--- src/rtl/mem_port_arbiter_if.sv ---
// Bundle of the fetch port, the load/store port and the shared memory port.
// master = requesters plus memory, slave = the arbiter.
interface mem_port_arbiter_if #(
    parameter int AW = 32,
    parameter int DW = 32
);
    logic            if_req;
    logic [AW-1:0]   if_addr;
    logic            if_gnt;
    logic            if_rvalid;
    logic [DW-1:0]   if_rdata;

    logic            d_req;
    logic            d_we;
    logic [AW-1:0]   d_addr;
    logic [DW-1:0]   d_wdata;
    logic [DW/8-1:0] d_be;
    logic            d_gnt;
    logic            d_rvalid;
    logic [DW-1:0]   d_rdata;

    logic            mem_req;
    logic            mem_we;
    logic [AW-1:0]   mem_addr;
    logic [DW-1:0]   mem_wdata;
    logic [DW/8-1:0] mem_be;
    logic [DW-1:0]   mem_rdata;

    modport master (
        output if_req, if_addr, d_req, d_we, d_addr, d_wdata, d_be, mem_rdata,
        input  if_gnt, if_rvalid, if_rdata, d_gnt, d_rvalid, d_rdata,
               mem_req, mem_we, mem_addr, mem_wdata, mem_be
    );

    modport slave (
        input  if_req, if_addr, d_req, d_we, d_addr, d_wdata, d_be, mem_rdata,
        output if_gnt, if_rvalid, if_rdata, d_gnt, d_rvalid, d_rdata,
               mem_req, mem_we, mem_addr, mem_wdata, mem_be
    );
endinterface

--- src/rtl/mem_port_arbiter.sv ---
// Arbitrates one single-port memory between instruction fetch and load/store.
// Data port wins ties unless fetch has already lost MAX_WAIT cycles in a row.
module mem_port_arbiter #(
    parameter int AW       = 32,
    parameter int DW       = 32,
    parameter int MAX_WAIT = 4
) (
    input  logic              clk,
    input  logic              reset,
    mem_port_arbiter_if.slave bus
);
    localparam int            CW         = $clog2(MAX_WAIT + 1);
    localparam logic [CW-1:0] WAIT_LIMIT = CW'(MAX_WAIT);

    typedef enum logic [1:0] {
        OWN_NONE = 2'd0,
        OWN_IF   = 2'd1,
        OWN_D    = 2'd2
    } owner_e;

    owner_e          owner_q, owner_d;
    logic [CW-1:0]   wait_q, wait_d;
    logic            if_gnt_s, d_gnt_s;
    logic            mem_we_s;
    logic [AW-1:0]   mem_addr_s;
    logic [DW-1:0]   mem_wdata_s;
    logic [DW/8-1:0] mem_be_s;

    // Grant decision, memory mux and next owner / starvation count.
    always_comb begin
        if_gnt_s    = 1'b0;
        d_gnt_s     = 1'b0;
        mem_we_s    = 1'b0;
        mem_addr_s  = '0;
        mem_wdata_s = '0;
        mem_be_s    = '0;
        owner_d     = OWN_NONE;
        wait_d      = '0;
        if (!reset) begin
            owner_d = OWN_NONE;
            wait_d  = '0;
        end else begin
            if (bus.d_req && bus.if_req) begin
                if (wait_q == WAIT_LIMIT) begin
                    if_gnt_s = 1'b1;
                end else begin
                    d_gnt_s = 1'b1;
                end
            end else if (bus.d_req) begin
                d_gnt_s = 1'b1;
            end else if (bus.if_req) begin
                if_gnt_s = 1'b1;
            end else begin
                if_gnt_s = 1'b0;
                d_gnt_s  = 1'b0;
            end

            if (d_gnt_s) begin
                mem_we_s    = bus.d_we;
                mem_addr_s  = bus.d_addr;
                mem_wdata_s = bus.d_wdata;
                mem_be_s    = bus.d_be;
                owner_d     = OWN_D;
            end else if (if_gnt_s) begin
                mem_addr_s  = bus.if_addr;
                owner_d     = OWN_IF;
            end else begin
                owner_d     = OWN_NONE;
            end

            // Saturating count of consecutive cycles fetch asked and lost.
            if (bus.if_req && !if_gnt_s) begin
                wait_d = (wait_q == WAIT_LIMIT) ? wait_q : wait_q + CW'(1);
            end else begin
                wait_d = '0;
            end
        end
    end

    // Owner and starvation counter registers.
    always_ff @(posedge clk) begin
        if (!reset) begin
            owner_q <= OWN_NONE;
            wait_q  <= '0;
        end else begin
            owner_q <= owner_d;
            wait_q  <= wait_d;
        end
    end

    assign bus.if_gnt    = if_gnt_s;
    assign bus.d_gnt     = d_gnt_s;
    assign bus.mem_req   = if_gnt_s | d_gnt_s;
    assign bus.mem_we    = mem_we_s;
    assign bus.mem_addr  = mem_addr_s;
    assign bus.mem_wdata = mem_wdata_s;
    assign bus.mem_be    = mem_be_s;

    // An access granted just before a reset edge is dropped: owner clears, rvalid stays low.
    assign bus.if_rvalid = reset && (owner_q == OWN_IF);
    assign bus.d_rvalid  = reset && (owner_q == OWN_D);
    assign bus.if_rdata  = reset ? bus.mem_rdata : '0;
    assign bus.d_rdata   = reset ? bus.mem_rdata : '0;
endmodule

--- src/flat_wrapper.sv ---
// flat-port wrapper written by rule: the top's interface ports become plain ports
module mem_port_arbiter_flat 
#(
    parameter int AW       = 32,
    parameter int DW       = 32,
    parameter int MAX_WAIT = 4
)
  (clk, reset, bus_if_req, bus_if_addr, bus_d_req, bus_d_we, bus_d_addr, bus_d_wdata, bus_d_be, bus_mem_rdata, bus_if_gnt, bus_if_rvalid, bus_if_rdata, bus_d_gnt, bus_d_rvalid, bus_d_rdata, bus_mem_req, bus_mem_we, bus_mem_addr, bus_mem_wdata, bus_mem_be);
  mem_port_arbiter_if #(.AW(AW), .DW(DW)) bus_i ();
  input  logic clk;
  input  logic reset;
  input wire logic [$bits(bus_i.if_req)-1:0] bus_if_req;
  input wire logic [$bits(bus_i.if_addr)-1:0] bus_if_addr;
  input wire logic [$bits(bus_i.d_req)-1:0] bus_d_req;
  input wire logic [$bits(bus_i.d_we)-1:0] bus_d_we;
  input wire logic [$bits(bus_i.d_addr)-1:0] bus_d_addr;
  input wire logic [$bits(bus_i.d_wdata)-1:0] bus_d_wdata;
  input wire logic [$bits(bus_i.d_be)-1:0] bus_d_be;
  input wire logic [$bits(bus_i.mem_rdata)-1:0] bus_mem_rdata;
  output wire logic [$bits(bus_i.if_gnt)-1:0] bus_if_gnt;
  output wire logic [$bits(bus_i.if_rvalid)-1:0] bus_if_rvalid;
  output wire logic [$bits(bus_i.if_rdata)-1:0] bus_if_rdata;
  output wire logic [$bits(bus_i.d_gnt)-1:0] bus_d_gnt;
  output wire logic [$bits(bus_i.d_rvalid)-1:0] bus_d_rvalid;
  output wire logic [$bits(bus_i.d_rdata)-1:0] bus_d_rdata;
  output wire logic [$bits(bus_i.mem_req)-1:0] bus_mem_req;
  output wire logic [$bits(bus_i.mem_we)-1:0] bus_mem_we;
  output wire logic [$bits(bus_i.mem_addr)-1:0] bus_mem_addr;
  output wire logic [$bits(bus_i.mem_wdata)-1:0] bus_mem_wdata;
  output wire logic [$bits(bus_i.mem_be)-1:0] bus_mem_be;
  assign bus_i.if_req = bus_if_req;
  assign bus_i.if_addr = bus_if_addr;
  assign bus_i.d_req = bus_d_req;
  assign bus_i.d_we = bus_d_we;
  assign bus_i.d_addr = bus_d_addr;
  assign bus_i.d_wdata = bus_d_wdata;
  assign bus_i.d_be = bus_d_be;
  assign bus_i.mem_rdata = bus_mem_rdata;
  assign bus_if_gnt = bus_i.if_gnt;
  assign bus_if_rvalid = bus_i.if_rvalid;
  assign bus_if_rdata = bus_i.if_rdata;
  assign bus_d_gnt = bus_i.d_gnt;
  assign bus_d_rvalid = bus_i.d_rvalid;
  assign bus_d_rdata = bus_i.d_rdata;
  assign bus_mem_req = bus_i.mem_req;
  assign bus_mem_we = bus_i.mem_we;
  assign bus_mem_addr = bus_i.mem_addr;
  assign bus_mem_wdata = bus_i.mem_wdata;
  assign bus_mem_be = bus_i.mem_be;
  mem_port_arbiter #(.AW(AW), .DW(DW), .MAX_WAIT(MAX_WAIT)) u_core (.clk(clk), .reset(reset), .bus(bus_i));
endmodule
--- config.mk ---
export PLATFORM = sky130hd
export DESIGN_NAME = mem_port_arbiter_flat
export DESIGN_NICKNAME = d
export VERILOG_FILES = /design/src/rtl/mem_port_arbiter_if.sv /design/src/rtl/mem_port_arbiter.sv /design/src/flat_wrapper.sv
export SDC_FILE = /design/constraint.sdc
export NUM_CORES = 1
export LEC_CHECK = 0
export BUFFER_PORTS_ARGS = -buffer_cell sky130_fd_sc_hd__buf_2
export CORE_AREA = 2 2 107 109
export DETAILED_ROUTE_END_ITERATION = 10
export DIE_AREA = 0 0 109 111
export REMOVE_ABC_BUFFERS = 1
export SLEW_MARGIN = 10
export SYNTH_ARGS = -nofsm -noshare
export SYNTH_HDL_FRONTEND = slang
export SYNTH_SLANG_ARGS = --single-unit
--- constraint.sdc ---
create_clock -name clk -period 2.26 [get_ports clk]
set_input_delay 0.226 -clock clk [delete_from_list [all_inputs] [get_ports clk]]
set_output_delay 0.226 -clock clk [all_outputs]
set_load 0.02 [all_outputs]
==> results of run 1 <==
metal layers:
metal | wire length [microns] | share of wire (%)
met5 | 18 | 0.21
met4 | 162 | 1.9
met3 | 1090 | 13
met2 | 3880 | 46
met1 | 3260 | 39
sequential cells by signal (all words and copies together) (netlist names):
register and cells:
u_core.owner_q 2, u_core.wait_q 3
critical path: stages, from the launching register on:
cell and delay, ps:
dfxtp_1 300, inv_1 60, ha_1 260, nand2_2 130, a21oi_4 170, buf_4 280
a22o_1 180, buf_2 160
worst max-delay path by stage:
| stage | endpoint | cells past startpoint | slack [ps] | from |
|---|---|---|---|---|
| floorplan | bus_mem_addr[0] | 5 | 90 | u_core.wait_q[0] |
| global placement | bus_mem_addr[6] | 7 | 540 | u_core.wait_q[0] |
| detailed placement | bus_mem_addr[16] | 7 | 460 | u_core.wait_q[0] |
| CTS | bus_mem_addr[16] | 7 | 220 | u_core.wait_q[0] |
| global route | bus_mem_addr[20] | 7 | 100 | u_core.wait_q[0] |
| finish | bus_mem_addr[16] | 7 | 250 | u_core.wait_q[0] |
synthesized netlist by cell type, drive strengths merged:
cell type and n:
a21oi 2, a22o 32, a31oi 2, and2 70, and3 1, and3b 1, and4 2, buf 43
clkbuf 3, dfxtp 5, ha 2, inv 2, mux2 1, nand2 4, nor2 2, or2 1
power by group through the flow:
stage,combinational [W],clock (W),sequential [W]
floorplan,0.000270,0,0.0000936
global placement,0.000543,0,0.0000938
detailed placement,0.000545,0,0.0000940
CTS,0.000545,0.000292,0.0000927
global route,0.000585,0.000299,0.0000929
finish,0.000538,0.000287,0.0000927
final cells by class:
type / count / area [sq um] / share of cell area [%]
sequential: 5 / 100 / 3.76
multi-input combinational: 120 / 872 / 32.8
antenna: 1 / 2.50 / 0.0940
tap: 143 / 179 / 6.72
clock buffer: 4 / 78.8 / 2.96
timing repair buffer: 279 / 1420 / 53.4
inverter: 2 / 7.51 / 0.282
cell usage in the layout, fill, tap and decap left out:
master and n:
buf_2 274, and2_1 70, a22o_1 32, dfxtp_1 5, buf_4 4, clkbuf_16 3
inv_1 2, nand2_2 2, nand2_1 2, nor2_1 2, and4_2 2, ha_1 2
diode_2 1, a31oi_4 1, a21oi_4 1, or2_2 1, and3b_1 1, a21oi_1 1
a31oi_1 1, mux2_2 1, and3_1 1, clkbuf_1 1, buf_12 1
stage by stage:
| step | cell area [sq um] | std cells | setup slack, ps | util (%) | hold slack (ps) |
|---|---|---|---|---|---|
| 6_report | 2660 | 554 | 252 | 24.0 | 288 |
| 3_3_place_gp | 2580 | 549 | 536 | 23.3 | 525 |
| 4_1_cts | 2660 | 553 | 224 | 24.0 | 284 |
| 2_1_floorplan | 972 | 127 | 88.0 | - | 317 |
| 3_5_place_dp | 2580 | 549 | 462 | 23.3 | 518 |
| 5_1_grt | 2660 | 553 | 97.1 | 24.0 | 316 |
cells by family (layout without fill, tap and decap cells):
kind of cell             after synthesis  in the layout  share of synthesized area [%]
AO/OA/AOI/OAI                         36             36                           24.1
multiplexers                           1              1                          0.845
adder cells (fa/ha/maj)                2              2                           1.88
other                                  0              1                              0
flip-flops                             5              5                           7.51
buffers and inverters                 48            285                           27.6
AND/OR/NAND/NOR                       81             81                           38.0
==> out/metrics.cfg, run 1 <==
[synth]
synthCells = 173
ys_seq_area_share_pct = 7.51
yosysTopAreaCell = and2_1
synth-seq-cells = 5
syn_area_sq_um = 1330
synth_cell_types = 20
avgSynthCellArea_sq_um = 7.70
yosys.area.top_type_share_pct = 32.9
yosys_warnings = 0
synth_area_leaders = and2_1 (33%), a22o_1 (21%), buf_4 (20%)

[placement]
port_buffers = 274
routabilityCongestion = 0.824
dp_hpwl_mm = 7.70

[clocking]
clock_latency_ps = 220
tritoncts = yes
cts_hold_buf = 0
clkSinkCount = 5
cts_resized = 0
cts_buffers = 3
h-tree-depth = 1
clockRootBuffer = clkbuf_16
cts_setup_buffers = 0
clock_path_buffers = 2
path_clk_slew_ps = 30

[global_routing]
grt_overflow_total = 0
antenna_found_initial = 4
grt_use_met1_pct = 15.2
grt_max_degree = 52
use_met2_pct = 22.0
grt.busiest_layer = met2
grt_use_met3_pct = 5.06
grt_util_all_layers_pct = 13.0
grt_pass1_wl_mm = 11.8
grt_pass1_vias = 2037

[timing]
slew_violations = 0
setup_viol = 0
grt_setup_unrepaired = false
finalCriticalPeriod_ps = 2010
max-slew-margin-rel_pct = 83.0
fin_crit_sh_pct = 88.8
tns_ps = 0
tightest_slew_ps = 255
clock_skew_ps = 1.99
max_freq_ghz = 0.498
hold_viol = 0

[power_and_ir_drop]
p_switching_w = 0.000365
p_seq_share_pct = 10.1
internal_power_w = 0.000554
p_clk_share_pct = 31.3
p_total_w = 0.000918
p_per_area_nw_per_um2 = 345
pwr-share-comb_pct = 58.6
leakage_nw = 1.70
swShare_pct = 39.7
vdd_drop_max_uv = 190

[setup_path]
reg2reg_depth = 5
start_kind = flop
path_class = reg -> out
r2r_slack_ps = 1040
cp_max_fo = 24
r2r-start = u_core.wait_q[0]
worstReg2RegEnd = u_core.wait_q[2]
cp.required_ps = 2030
cp-end-kind = primary output
cp_data_arrival_time_ps = 1780

[die]
fp.dieW_microns = 109
die_height_microns = 111
coreArea_sq_um = 11100
ios = 275
rows = 39
dieArea_sq_um = 12100
start_util_pct = 12.0

[detailed_routing]
first_pass_iters = 4
vias_per_cell = 3.83
wl_per_cell_microns = 15.2
ant_nets = 0
drtIter0Drc = 51
drc = 0
routed_wl_mm = 8.42
via_count = 2120

[final_layout]
area_delta_synth_final_pct = 99.7
fillCellCount = 1272
drive_gt1_share_pct = 70.7
nNetsFinal = 550

[worst_hold_path]
hold_path_startpoint = bus_d_req
hold_class = in -> reg
hold_depth = 2
hold_end = u_core.owner_q[0]

[run_status]
outcome = completed

[run]
maxCapViolCount = 0

Power figures use the tool's default switching activity.
==> run 2, diff against run 1 <==
--- a/config.mk
+++ b/config.mk
@@ -6,9 +6,9 @@
 export NUM_CORES = 1
 export LEC_CHECK = 0
 export BUFFER_PORTS_ARGS = -buffer_cell sky130_fd_sc_hd__buf_2
-export CORE_AREA = 2 2 107 109
+export CORE_AREA = 2 2 108 110
 export DETAILED_ROUTE_END_ITERATION = 10
-export DIE_AREA = 0 0 109 111
+export DIE_AREA = 0 0 110 112
 export REMOVE_ABC_BUFFERS = 1
 export SLEW_MARGIN = 10
 export SYNTH_ARGS = -nofsm -noshare
==> constraint.sdc (replaced) <==
create_clock -name clk -period 2.3 [get_ports clk]
set_input_delay 0.23 -clock clk [delete_from_list [all_inputs] [get_ports clk]]
set_output_delay 0.23 -clock clk [all_outputs]
set_load 0.02 [all_outputs]
==> run 2 against run 1 <==
  * Via count down 5.8%
  * Sequential share of layout area about the same
  * Sequential power down 2%
  * Power down 2.7%
  * Die area up 1.8%
  * Utilization down 0.25 points
  * Design area down 0.19%
  * Cell count down 0.54%
  * Critical endpoint is now bus_mem_addr[31]
==> out/metrics.cfg, run 2 (same netlist as run 1, synthesis figures left out) <==
[setup_path]
cp_num_cells = 6  ; -1
worstSetupStartpoint = u_core.wait_q[0]
worstReg2RegEnd = u_core.wait_q[2]
crit_path_end = bus_mem_addr[31]
cp.required_ps = 2070  ; +40 ps
r2r-start = u_core.wait_q[0]
cpPeakStageDelay_ps = 320  ; +20 ps
cp_max_fo = 71  ; +200%
crit_chain = inv_1 > ha_1 > a31oi_4 > buf_12 > a22o_1 > buf_2
start_kind = flop
cp_top_family = buffers and inverters
reg2reg_depth = 5  ; unchanged
crit_buf_inv = 3  ; unchanged
crit_path_top_delay_cell = dfxtp_1
r2r_slack_ps = 1070  ; +30 ps
path_class = reg -> out
cp-end-kind = primary output
cp_data_arrival_time_ps = 1790  ; about the same

[final_layout]
final_common_cell = buf_2
drive_gt1_share_pct = 70.6  ; -0.14 points
design_area_sq_um = 2660  ; -0.19%
largest_reg_flops = 3  ; unchanged
regMostFlops = u_core.wait_q
n_antenna_cell = 0  ; -1
area_delta_synth_final_pct = 99.3
nNetsFinal = 548  ; -0.36%
final_cell_mix = buf_2 (274), and2_1 (70), a22o_1 (32), dfxtp_1 (5), clkbuf_16 (3)
reg_top3 = u_core.wait_q x3, u_core.owner_q x2

[power_and_ir_drop]
leakage_nw = 1.69  ; -0.43%
vdd_drop_max_uv = 304  ; +60%
p_per_area_nw_per_um2 = 337  ; -2.5%

[global_routing]
grt_pass1_vias = 1766  ; -13%
grt_overflow_total = 0  ; unchanged
grt_max_degree = 72  ; +38%
grt_pass1_wl_mm = 9.11  ; -23%
antenna_found_initial = 0  ; -4
grt_util_all_layers_pct = 9.40  ; -3.6 points

[die]
coreArea_sq_um = 11200  ; +0.88%
dieArea_sq_um = 12300  ; +1.8%
ios = 275  ; unchanged
rows = 39  ; unchanged
fp.dieW_microns = 110  ; +0.92%
start_util_pct = 11.9  ; -0.11 points
die_height_microns = 112  ; +0.90%

[detailed_routing]
first_pass_iters = 4  ; unchanged
routed_wl_mm = 6.43  ; -24%
drtIter0Drc = 41  ; -20%
wl_per_cell_microns = 11.7  ; -23%
via_count = 1996  ; -5.8%
vias_per_cell = 3.62  ; -5.3%
ant_nets = 0  ; unchanged
drc = 0  ; unchanged

[timing]
hold_viol = 0  ; unchanged
fin_crit_sh_pct = 87.7
grt_setup_unrepaired = false
max-slew-margin-rel_pct = 82.8  ; -0.19 points
max_freq_ghz = 0.496
tns_ps = 0  ; unchanged
setup_viol = 0  ; unchanged
clock_skew_ps = 0.282  ; -1.71 ps
worst_hold_slack_ps = 274  ; -14.1 ps
slew_violations = 0  ; unchanged
finalCriticalPeriod_ps = 2020
tightest_slew_ps = 258  ; +2.81 ps

[clocking]
tritoncts = yes
h-tree-depth = 1  ; unchanged
cts_setup_buffers = 0  ; unchanged
cts_resized = 0  ; unchanged
path_clk_slew_ps = 30  ; about the same
cts_hold_buf = 0  ; unchanged
clockRootBuffer = clkbuf_16
clock_latency_ps = 220  ; about the same
cts_buffers = 3  ; unchanged
clkSinkCount = 5  ; unchanged
clock_path_buffers = 2  ; unchanged

[placement]
placed_area_sq_um = 2580  ; about the same
dp_hpwl_mm = 5.72  ; -26%
port_buffers = 274  ; unchanged
routabilityCongestion = 0.713  ; -14%

[worst_hold_path]
hold_class = in -> reg
hold_path_startpoint = bus_d_req
hold_depth = 2  ; unchanged

[run]
maxCapViolCount = 0  ; unchanged

[run_status]
outcome = completed

[run 2: cell types whose count changed in the layout (fill, tap and decap cells not counted), sizes merged]
cell   previous run  this run
buf             279       277
diode             1         0
[run 2: area by class of cell]
cell class                      instances  area [sq um]
Fill cell                            1268          8520
Timing Repair Buffer                  277          1420
Multi-Input combinational cell        120           872
Tap cell                              143           179
Sequential cell                         5           100
Clock buffer                            4          78.8
Inverter                                2          7.51
[run 2: metal layers]
metal / part of all wire [%] / track usage [%] / wire, microns
met1: 38 / 11.4 / 2420
met2: 48 / 16.7 / 3090
met3: 14 / 3.51 / 922
met4: 0 / 0 / 0
met5: 0 / 0 / 0
[run 2: report_power, final]
part	switching [W]	internal, W	total (W)
logic	0.000297	0.000225	0.000522
registers	0.00000104	0.0000899	0.0000909
clock network	0.0000521	0.000229	0.000281
[run 2: worst min path at each step]
stage	endpoint	slack [ps]
finish	u_core.owner_q[0]	270
global route	u_core.owner_q[0]	290
CTS	u_core.owner_q[0]	270
detailed placement	u_core.owner_q[0]	500
global placement	u_core.owner_q[0]	500
floorplan	u_core.owner_q[0]	320
[run 2: metrics by stage]
| step | setup slack (ps) | cells | util [%] | power [W] |
|---|---|---|---|---|
| floorplan | 124 | 127 | - | 0.000357 |
| global placement | 508 | 547 | 23.1 | 0.000620 |
| detailed placement | 509 | 547 | 23.1 | 0.000620 |
| CTS | 266 | 551 | 23.8 | 0.000905 |
| global route | 159 | 551 | 23.8 | 0.000954 |
| finish | 282 | 551 | 23.8 | 0.000894 |
==> run 3, diff against run 2 <==
--- a/config.mk
+++ b/config.mk
@@ -5,10 +5,11 @@
 export SDC_FILE = /design/constraint.sdc
 export NUM_CORES = 1
 export LEC_CHECK = 0
-export BUFFER_PORTS_ARGS = -buffer_cell sky130_fd_sc_hd__buf_2
-export CORE_AREA = 2 2 108 110
+export CORE_AREA = 2 2 105 107
 export DETAILED_ROUTE_END_ITERATION = 10
-export DIE_AREA = 0 0 110 112
+export DIE_AREA = 0 0 107 109
+export DONT_BUFFER_PORTS = 1
+export PLACE_DENSITY_LB_ADDON = 0.15
 export REMOVE_ABC_BUFFERS = 1
 export SLEW_MARGIN = 10
 export SYNTH_ARGS = -nofsm -noshare
==> run 3 against run 2 <==
  * Die area fell by 5.3%
  * Worst hold slack got worse by 170 ps
  * Via count fell by 43%
  * Cell count fell by 50%
  * Register-to-register slack barely moved
  * Non-clock buffer count fell by 274
  * Sequential share of layout area rose by 4.3 points
  * Design area fell by 53%
  * Utilization fell by 12 points
  * Fmax fell by 4.9%
  * Sequential power barely moved
  * Sequential cell count did not move
==> out/metrics.cfg, run 3 (same netlist as run 1, synthesis figures left out) <==
[detailed_routing]
drc = 0  ; unchanged
ant_nets = 0  ; unchanged
vias_per_cell = 4.11  ; +13%
routed_wl_mm = 4.71  ; -27%
wl_per_cell_microns = 17.1  ; +47%
via_count = 1129  ; -43%
first_pass_iters = 4  ; unchanged
drtIter0Drc = 25  ; -39%

[timing]
finalCriticalPeriod_ps = 2120  ; +103 ps
tns_ps = 0  ; unchanged
max-slew-margin-rel_pct = 67.9  ; -15 points
max_freq_ghz = 0.471  ; -4.9%
layout_setup_ws_ps = 179  ; -103 ps
hold_viol = 0  ; unchanged
clock_skew_ps = 2.33  ; +2.05 ps
tightest_slew_ps = 485  ; +227 ps
slew_violations = 0  ; unchanged
setup_viol = 0  ; unchanged
fin_crit_sh_pct = 92.2  ; +4.5 points
grt_setup_unrepaired = false

[setup_path]
cp.required_ps = 2070  ; about the same
cp_max_fo = 64  ; -9.9%
start_kind = flop
path_class = reg -> out
cp-end-kind = primary output
cp_data_arrival_time_ps = 1890  ; +100 ps
r2r_slack_ps = 1060  ; about the same

[clocking]
cts_resized = 0  ; unchanged
clockRootBuffer = clkbuf_8
cts_hold_buf = 0  ; unchanged
path_clk_slew_ps = 40  ; about the same
clkSinkCount = 5  ; unchanged
cts_buffers = 3  ; unchanged
clock_latency_ps = 220  ; about the same
clock_path_buffers = 2  ; unchanged
h-tree-depth = 1  ; unchanged
cts_setup_buffers = 0  ; unchanged
tritoncts = yes

[final_layout]
fin_cells = 275  ; -50%
largest_reg_flops = 3  ; unchanged
area_delta_synth_final_pct = -7.14
nNetsFinal = 274  ; -50%
final_cell_mix = and2_1 (70), a22o_1 (32), dfxtp_1 (5), clkbuf_8 (3)
regMostFlops = u_core.wait_q
reg_top3 = u_core.wait_q x3, u_core.owner_q x2
fillCellCount = 1240  ; -2.2%
final_common_cell = and2_1
drive_gt1_share_pct = 10.4  ; -60 points

[power_and_ir_drop]
p_clk_share_pct = 29.3  ; -2.2 points
p_total_w = 0.000548  ; -39%
vdd_drop_max_uv = 123  ; -59%
p_per_area_nw_per_um2 = 443  ; +32%
p_switching_w = 0.000274  ; -22%
swShare_pct = 50.0  ; +11 points
p_seq_share_pct = 16.6  ; +6.4 points
internal_power_w = 0.000274  ; -50%
leakage_nw = 0.458  ; -73%
pwr-share-comb_pct = 54.0  ; -4.4 points

[die]
start_util_pct = 12.6  ; +0.64 points
ios = 275  ; unchanged
rows = 38  ; -2.6%
fp.dieW_microns = 107  ; -2.7%
coreArea_sq_um = 10600  ; -5.1%
die_height_microns = 109  ; -2.7%
dieArea_sq_um = 11700  ; -5.3%

[global_routing]
grt_use_met3_pct = 1.20  ; -2.3 points
grt_use_met1_pct = 8.09  ; -3.3 points
grt_pass1_wl_mm = 5.45  ; -40%
grt.busiest_layer = met2
grt_util_all_layers_pct = 6.44  ; -3.0 points
grt_max_degree = 65  ; -9.7%
use_met2_pct = 11.0  ; -5.7 points
grt_overflow_total = 0  ; unchanged
grt_pass1_vias = 956  ; -46%
antenna_found_initial = 1  ; +1

[worst_hold_path]
hold_class = in -> reg

[placement]
port_buffers = 0  ; -100%
dp.cells = 270  ; -51%
dp_slack_ps = 413  ; -96.1 ps
dp_hpwl_mm = 4.05  ; -29%
routabilityCongestion = 0.649  ; -9.0%

[run]
maxCapViolCount = 0  ; unchanged

[run_status]
outcome = completed

## run 3: cell types whose count changed in the layout (fill, tap and decap cells not counted), sizes merged
cell   change
diode      +1
buf      -274
## run 3: cell type report
cell class / count / area (sq um) / share of cell area [%]
Timing Repair Buffer: 3 / 35.0 / 2.83
Clock buffer: 4 / 45.0 / 3.64
Sequential cell: 5 / 100 / 8.09
Antenna cell: 1 / 2.50 / 0.202
Multi-Input combinational cell: 120 / 872 / 70.5
Tap cell: 140 / 175 / 14.2
Inverter: 2 / 7.51 / 0.607
## run 3: layer usage
layer,part of all wire [%],up-vias
met1,37,507
li1,-,473
met2,51,145
met5,0,-
met3,10,4
met4,1.8,0
## run 3: worst paths after layout
path                                          end  cells past startpoint        startpoint
worst min register to register  u_core.owner_q[1]                      1  u_core.wait_q[2]
worst max register to register   u_core.wait_q[2]                      5  u_core.wait_q[0]
worst min-delay path            u_core.owner_q[0]                      1         bus_d_req
worst max-delay path             bus_mem_addr[16]                      5  u_core.wait_q[0]
## run 3: critical path, stage by stage, from the launching register on
cell,delay [ps]
dfxtp_1,330
inv_1,60
ha_1,270
a31oi_4,370
buf_12,270
a22o_1,340
## run 3: power groups by stage
stage | sequential (W) | combinational [W] | clock [W]
final | 0.0000912 | 0.000296 | 0.000161
after global routing | 0.0000917 | 0.000314 | 0.000174
after CTS | 0.0000912 | 0.000299 | 0.000167
after detailed placement | 0.0000925 | 0.000298 | 0
after global placement | 0.0000924 | 0.000301 | 0
after floorplan | 0.0000920 | 0.000265 | 0
## run 3: stage by stage
stage | hold WS [ps] | area (sq um) | util (%)
after floorplan | 321 | 972 | -
after global placement | 336 | 1190 | 11.2
after detailed placement | 333 | 1190 | 11.2
after CTS | 100 | 1230 | 11.6
after global routing | 94.6 | 1240 | 11.7
final | 108 | 1240 | 11.7
